===== src/rtl/rxuart.sv =====
`default_nettype none
// +----------------------------------------------------------------------------+
// | Module      : rxuart                                                       |
// | Description : 8-bit asynchronous serial receiver (start, 8 data LSB first, |
// |               optional even parity, stop). Mid-bit sampling driven by a    |
// |               per-bit down-counter; framing errors park the receiver in    |
// |               BREAK until the line returns high.                           |
// |               Optional feature macro: RXUART_PARITY_EN (even parity bit).  |
// | Revision    : 1.0 - initial release                                        |
// +----------------------------------------------------------------------------+
module rxuart #(
  parameter logic [23:0] CLOCKS_PER_BAUD = 24'd139
) (
  input  logic       i_clk,
  input  logic       i_reset_n,
  input  logic       i_uart_rx,
  output logic       o_wr,
  output logic [7:0] o_data,
  output logic       o_busy,
  output logic       o_frame_err,
  output logic       o_parity_err
);

  localparam logic [3:0] c_idle   = 4'd0;
  localparam logic [3:0] c_start  = 4'd1;
  localparam logic [3:0] c_bit0   = 4'd2;
  localparam logic [3:0] c_bit1   = 4'd3;
  localparam logic [3:0] c_bit2   = 4'd4;
  localparam logic [3:0] c_bit3   = 4'd5;
  localparam logic [3:0] c_bit4   = 4'd6;
  localparam logic [3:0] c_bit5   = 4'd7;
  localparam logic [3:0] c_bit6   = 4'd8;
  localparam logic [3:0] c_bit7   = 4'd9;
  localparam logic [3:0] c_parity = 4'd10;
  localparam logic [3:0] c_stop   = 4'd11;
  localparam logic [3:0] c_break  = 4'd12;

  // First sample lands mid start bit; later samples are one bit apart.
  localparam logic [23:0] c_half_m1 = (CLOCKS_PER_BAUD >> 1) - 24'd1;
  localparam logic [23:0] c_full_m1 = CLOCKS_PER_BAUD - 24'd1;

  logic        sync1_q, rx_s_q;
  logic [3:0]  state_q, state_d;
  logic [23:0] cnt_q, cnt_d;
  logic [7:0]  shift_q, shift_d;
  logic [7:0]  data_q, data_d;
  logic        wr_q, wr_d;
  logic        ferr_q, ferr_d;
  logic        w_sample;

  assign w_sample = (cnt_q == 24'd0);

  // State register and baud counter.
  always_ff @(posedge i_clk) begin
    if (!i_reset_n) begin
      state_q <= c_idle;
      cnt_q   <= 24'd0;
    end else begin
      state_q <= state_d;
      cnt_q   <= cnt_d;
    end
  end

  // Next-state and counter reload logic.
  always_comb begin
    state_d = state_q;
    cnt_d   = cnt_q;
    case (state_q)
      c_idle: begin
        if (!rx_s_q) begin
          state_d = c_start;
          cnt_d   = c_half_m1;
        end
      end
      c_break: begin
        if (rx_s_q) state_d = c_idle;
      end
      c_start, c_bit0, c_bit1, c_bit2, c_bit3, c_bit4, c_bit5, c_bit6, c_bit7,
`ifdef RXUART_PARITY_EN
      c_parity,
`endif
      c_stop: begin
        if (w_sample) begin
          cnt_d = c_full_m1;
          case (state_q)
            c_start: begin
              // A high line mid start bit was a glitch, not a frame.
              if (rx_s_q) begin
                state_d = c_idle;
                cnt_d   = 24'd0;
              end else begin
                state_d = c_bit0;
              end
            end
`ifdef RXUART_PARITY_EN
            c_bit7:   state_d = c_parity;
            c_parity: state_d = c_stop;
`else
            c_bit7:   state_d = c_stop;
`endif
            c_stop: begin
              // Return to IDLE mid stop bit so a back-to-back start is caught.
              state_d = rx_s_q ? c_idle : c_break;
              cnt_d   = 24'd0;
            end
            default:  state_d = state_q + 4'd1;
          endcase
        end else begin
          cnt_d = cnt_q - 24'd1;
        end
      end
      default: begin
        state_d = c_idle;
        cnt_d   = 24'd0;
      end
    endcase
  end

  // Datapath and strobe outputs derived from state and sample point.
  always_comb begin
    shift_d = shift_q;
    data_d  = data_q;
    wr_d    = 1'b0;
    ferr_d  = 1'b0;
    o_busy  = (state_q != c_idle);
    if (w_sample && (state_q >= c_bit0) && (state_q <= c_bit7)) begin
      shift_d = {rx_s_q, shift_q[7:1]};
    end
    if (w_sample && (state_q == c_stop)) begin
      if (rx_s_q) begin
        data_d = shift_q;
        wr_d   = 1'b1;
      end else begin
        ferr_d = 1'b1;
      end
    end
  end

  // Synchronizer, shift register and registered strobes.
  always_ff @(posedge i_clk) begin
    if (!i_reset_n) begin
      sync1_q <= 1'b1;
      rx_s_q  <= 1'b1;
      shift_q <= 8'h00;
      data_q  <= 8'h00;
      wr_q    <= 1'b0;
      ferr_q  <= 1'b0;
    end else begin
      sync1_q <= i_uart_rx;
      rx_s_q  <= sync1_q;
      shift_q <= shift_d;
      data_q  <= data_d;
      wr_q    <= wr_d;
      ferr_q  <= ferr_d;
    end
  end

  assign o_wr        = wr_q;
  assign o_data      = data_q;
  assign o_frame_err = ferr_q;

`ifdef RXUART_PARITY_EN
  logic par_q, par_d;
  logic perr_q, perr_d;

  // Capture the parity bit; flag odd overall parity alongside a good stop bit.
  always_comb begin
    par_d  = par_q;
    perr_d = 1'b0;
    if (w_sample && (state_q == c_parity)) par_d = rx_s_q;
    if (w_sample && (state_q == c_stop) && rx_s_q) perr_d = ^{shift_q, par_q};
  end

  // Parity bit and parity error strobe registers.
  always_ff @(posedge i_clk) begin
    if (!i_reset_n) begin
      par_q  <= 1'b0;
      perr_q <= 1'b0;
    end else begin
      par_q  <= par_d;
      perr_q <= perr_d;
    end
  end

  assign o_parity_err = perr_q;
`else
  assign o_parity_err = 1'b0;
`endif

endmodule
`default_nettype wire


===== config.mk =====
export PLATFORM = sky130hd
export DESIGN_NAME = rxuart
export DESIGN_NICKNAME = d
export VERILOG_FILES = /design/src/rtl/rxuart.sv
export SDC_FILE = /design/constraint.sdc
export NUM_CORES = 1
export LEC_CHECK = 0
export CORE_AREA = 10 10 106 108
export CTS_CLUSTER_SIZE = 14
export DETAILED_ROUTE_END_ITERATION = 10
export DIE_AREA = 0 0 116 118
export SETUP_SLACK_MARGIN = 0.02
export SLEW_MARGIN = 15
export SYNTH_ARGS = -nofsm -noshare
export SYNTH_HDL_FRONTEND = slang
export SYNTH_SLANG_ARGS = --single-unit

===== constraint.sdc =====
create_clock -name i_clk -period 2.47 [get_ports i_clk]
set_input_delay 0.3705 -clock i_clk [delete_from_list [all_inputs] [get_ports i_clk]]
set_output_delay 0.3705 -clock i_clk [all_outputs]
set_load 0.1 [all_outputs]

==> summary.txt <==
Setup path
  – Crit start category: flip-flop
  – Slowest-stage cell, CP: or4_4
  – CP peak stage delay: 0.67 ns
  – CP endpoint kind: flip-flop
  – Crit-path leading delay family: simple AND/OR/NAND/NOR gates
  – Kind of critical path: flip-flop to flip-flop
  – Crit-path max FO: 8
  – Crit path arrival time: approximately 2.5 ns
  – Critical path buffers and inverters: 1
  – Cell chain of the critical path: inv_1 -> ha_1 -> or3b_1 -> or4_4 -> nor4_4 -> xnor2_1 -> nor2_2
  – Critical path required time: 2.66 ns

Synthesis
  – Cell count after synthesis: 275
  – Number of flops mapped to enable cells by yosys: 0
  – Mapped cell area: between 0.002 and 0.0025 mm²
  – Sequential fraction of the synthesis area: roughly 39%
  – Distinct cells, synth: 46
  – Syn_nets: approximately 280
  – Ys async rst share: 0%
  – Synthesis Warnings: 0
  – Synth Flop Type: dfxtp_1
  – Syn avg cell area: roughly 9 µm²
  – Synth Register Bits: 48

Place
  – Port bufs: 13
  – Placer Congestion: 0.881
  – Pre-CTS setup slack: ~0.22 ns
  – DP HPWL: 3.64 mm
  – Placed Area: 0.00275 mm²

Power and ir drop
  – Switch Pwr: between 1500 and 2000 µW
  – Overall power: around 4100 µW
  – Sequential power share: ~28%
  – Sw frac: a little under half
  – Internal cell power: roughly 2300 µW
  – Clk pwr share: between 10% and 20%
  – Combinational share of power: between 50% and 60%
  – Leakage: ~0.0012 µW
  – Max IR drop VDD: between 600 and 700 µV
  – PwrDens: between 1000 and 1500 mW/mm²

Final layout
  – N_diodes: 0
  – Share of post-route cells with drive strength above 1: 17.5%
  – Final nets: about 300
  – P&R area growth vs syn: 15.8%
  – Final Instance Area: ~0.0029 mm²
  – Layout Utilization: 31.6%

Clock tree
  – Clk Latency, worst-skew pair: 0.30 ns
  – # hold bufs at CTS: 0
  – CTS tree: yes
  – Clock Sinks: 48
  – Clock transition at path regs: approximately 0.09 ns
  – Num CTS Buffers: 5
  – Clock tree buffer depth: 2
  – Root Driver: clkbuf_8
  – H-tree depth: 2

GRT
  – Grt total ovfl: 0
  – Gr usage total: between 7 and 8%
  – First-pass GRT wire length: 8.40 mm
  – Initial antenna violation count: 0
  – Vias in the first global route: around 1800
  – Largest net degree at the start of global routing: 34

Floorplanning
  – Die width: approximately 120 µm
  – Cell Rows: 35
  – Core area: 0.00911 mm²
  – DIE AREA: about 0.014 mm²
  – Die H: between 100 and 150 µm
  – Starting density of the core: a little over a quarter
  – # IOs: 15

Timing
  – Final hold vios: 0
  – Relative slew slack: between 50 and 60%
  – Tmin final: 2.26 ns
  – Worst Tran Pin Value: a little over 0.7 ns
  – Worst Clk Skew: 0.0130 ns
  – RSZ-0062 raised after global routing: no
  – Max frequency: roughly 440 MHz
  – Worst Setup Slack, final: about 0.21 ns
  – Period Utilization, post-route: 91.6%
  – Total negative slack: 0 ns
  – Fin. max-slew vios: 0
  – Final setup viols: 0

Routing
  – WL per Instance: about 12 µm
  – Final wirelength: 4.90 mm
  – First-pass DRT Iterations: 4
  – Final ANT Viol Nets: 0
  – Routed via count: between 1500 and 2000
  – Drc violations: 0
  – Vias per cell: about 4.7
  – DRC marker count from the first detailed-route iteration: 78

Status
  – Outcome: complete, no violations

Job
  – Max cap viols: 0

Worst hold path
  – Worst hold-check path type: flip-flop to flip-flop
==> cells by family (layout without fill, tap and decap cells) <==
group / Yosys count / in the layout / synth area share (%)
AO/OA/AOI/OAI: 32 / 32 / 7.81
flip-flops: 48 / 48 / 38.7
multiplexers: 22 / 22 / 8.86
other: 1 / 1 / 0.151
buffers and inverters: 27 / 44 / 4.68
XOR/XNOR: 20 / 20 / 7.05
AND/OR/NAND/NOR: 120 / 120 / 30.3
adder cells (fa/ha/maj): 5 / 5 / 2.52
==> final timing paths <==
check | start | to | slack, ns | cells after the start
setup / recovery | cnt_q[0] | cnt_q[22] | 0.21 | 7
hold / removal | sync1_q | rx_s_q | 0.41 | 1
setup reg to reg | cnt_q[0] | cnt_q[22] | 0.21 | 7
hold reg to reg | sync1_q | rx_s_q | 0.41 | 1
==> power groups by stage <==
stage	combinational, µW	clock [µW]	sequential, µW
finish	2380	564	1170
detailed placement	2370	0	1180
global route	2640	610	1200
global placement	2370	0	1180
floorplan	1830	0	1150
CTS	2390	588	1170
==> sequential cells by signal (all words and copies together), names as in the netlist <==
register     count
rx_s_q           1
cnt_q           24
state_q          4
o_data           8
shift_q          8
o_wr             1
sync1_q          1
o_frame_err      1
==> Yosys cell counts (all sizes together), types with 9 or more instances <==
cell type | number | area [µm²]
nor2b | 17 | 106
nor4 | 11 | 129
xor2 | 9 | 78.8
nand2 | 12 | 45.0
dfxtp | 48 | 961
nand3 | 11 | 55.1
clkbuf | 13 | 48.8
inv | 11 | 41.3
o21ai | 11 | 58.8
xnor2 | 11 | 96.3
a21oi | 9 | 45.0
nor2 | 29 | 116
mux2i | 22 | 220
nor3 | 10 | 60.1
==> area by class of cell <==
cell class | count | area, µm²
clock buffers | 5 | 68.8
clock inverters | 3 | 42.5
fillers | 945 | 6230
inverters | 11 | 41.3
multi-input cells | 200 | 1420
flip-flops and latches | 48 | 961
well taps | 111 | 139
repair buffers | 25 | 205
==> layout by cell type, fill, tap and decap left out, types with 10 or more instances in the layout <==
cell / count
nor2b_1: 17
dfxtp_1: 48
inv_1: 11
nand2_1: 12
o21ai_0: 10
mux2i_1: 22
xnor2_1: 11
nand3_1: 11
buf_4: 22
nor2_1: 26
==> per-layer routing <==
metal | vias up | global-route usage [%] | share of wire [%]
li1 | 991 | - | -
met1 | 872 | 9.46 | 49
met2 | 29 | 11.4 | 45
met3 | 5 | 1.58 | 4.2
met4 | 0 | 2.11 | 0.94
met5 | - | 0 | 0
==> through the flow <==
step                std cells  hold WS, ns
finish                    403        0.409
global route              403        0.457
CTS                       403        0.416
detailed placement        395        0.396
global placement          395        0.393
floorplan                 275        0.386
==> what timing repair did <==
item	in CTS	in global routing
setup endpoints to repair	0	16
setup buffers	0	0
gates resized for setup	0	2
Note: power is estimated with default switching activity, not from simulation.
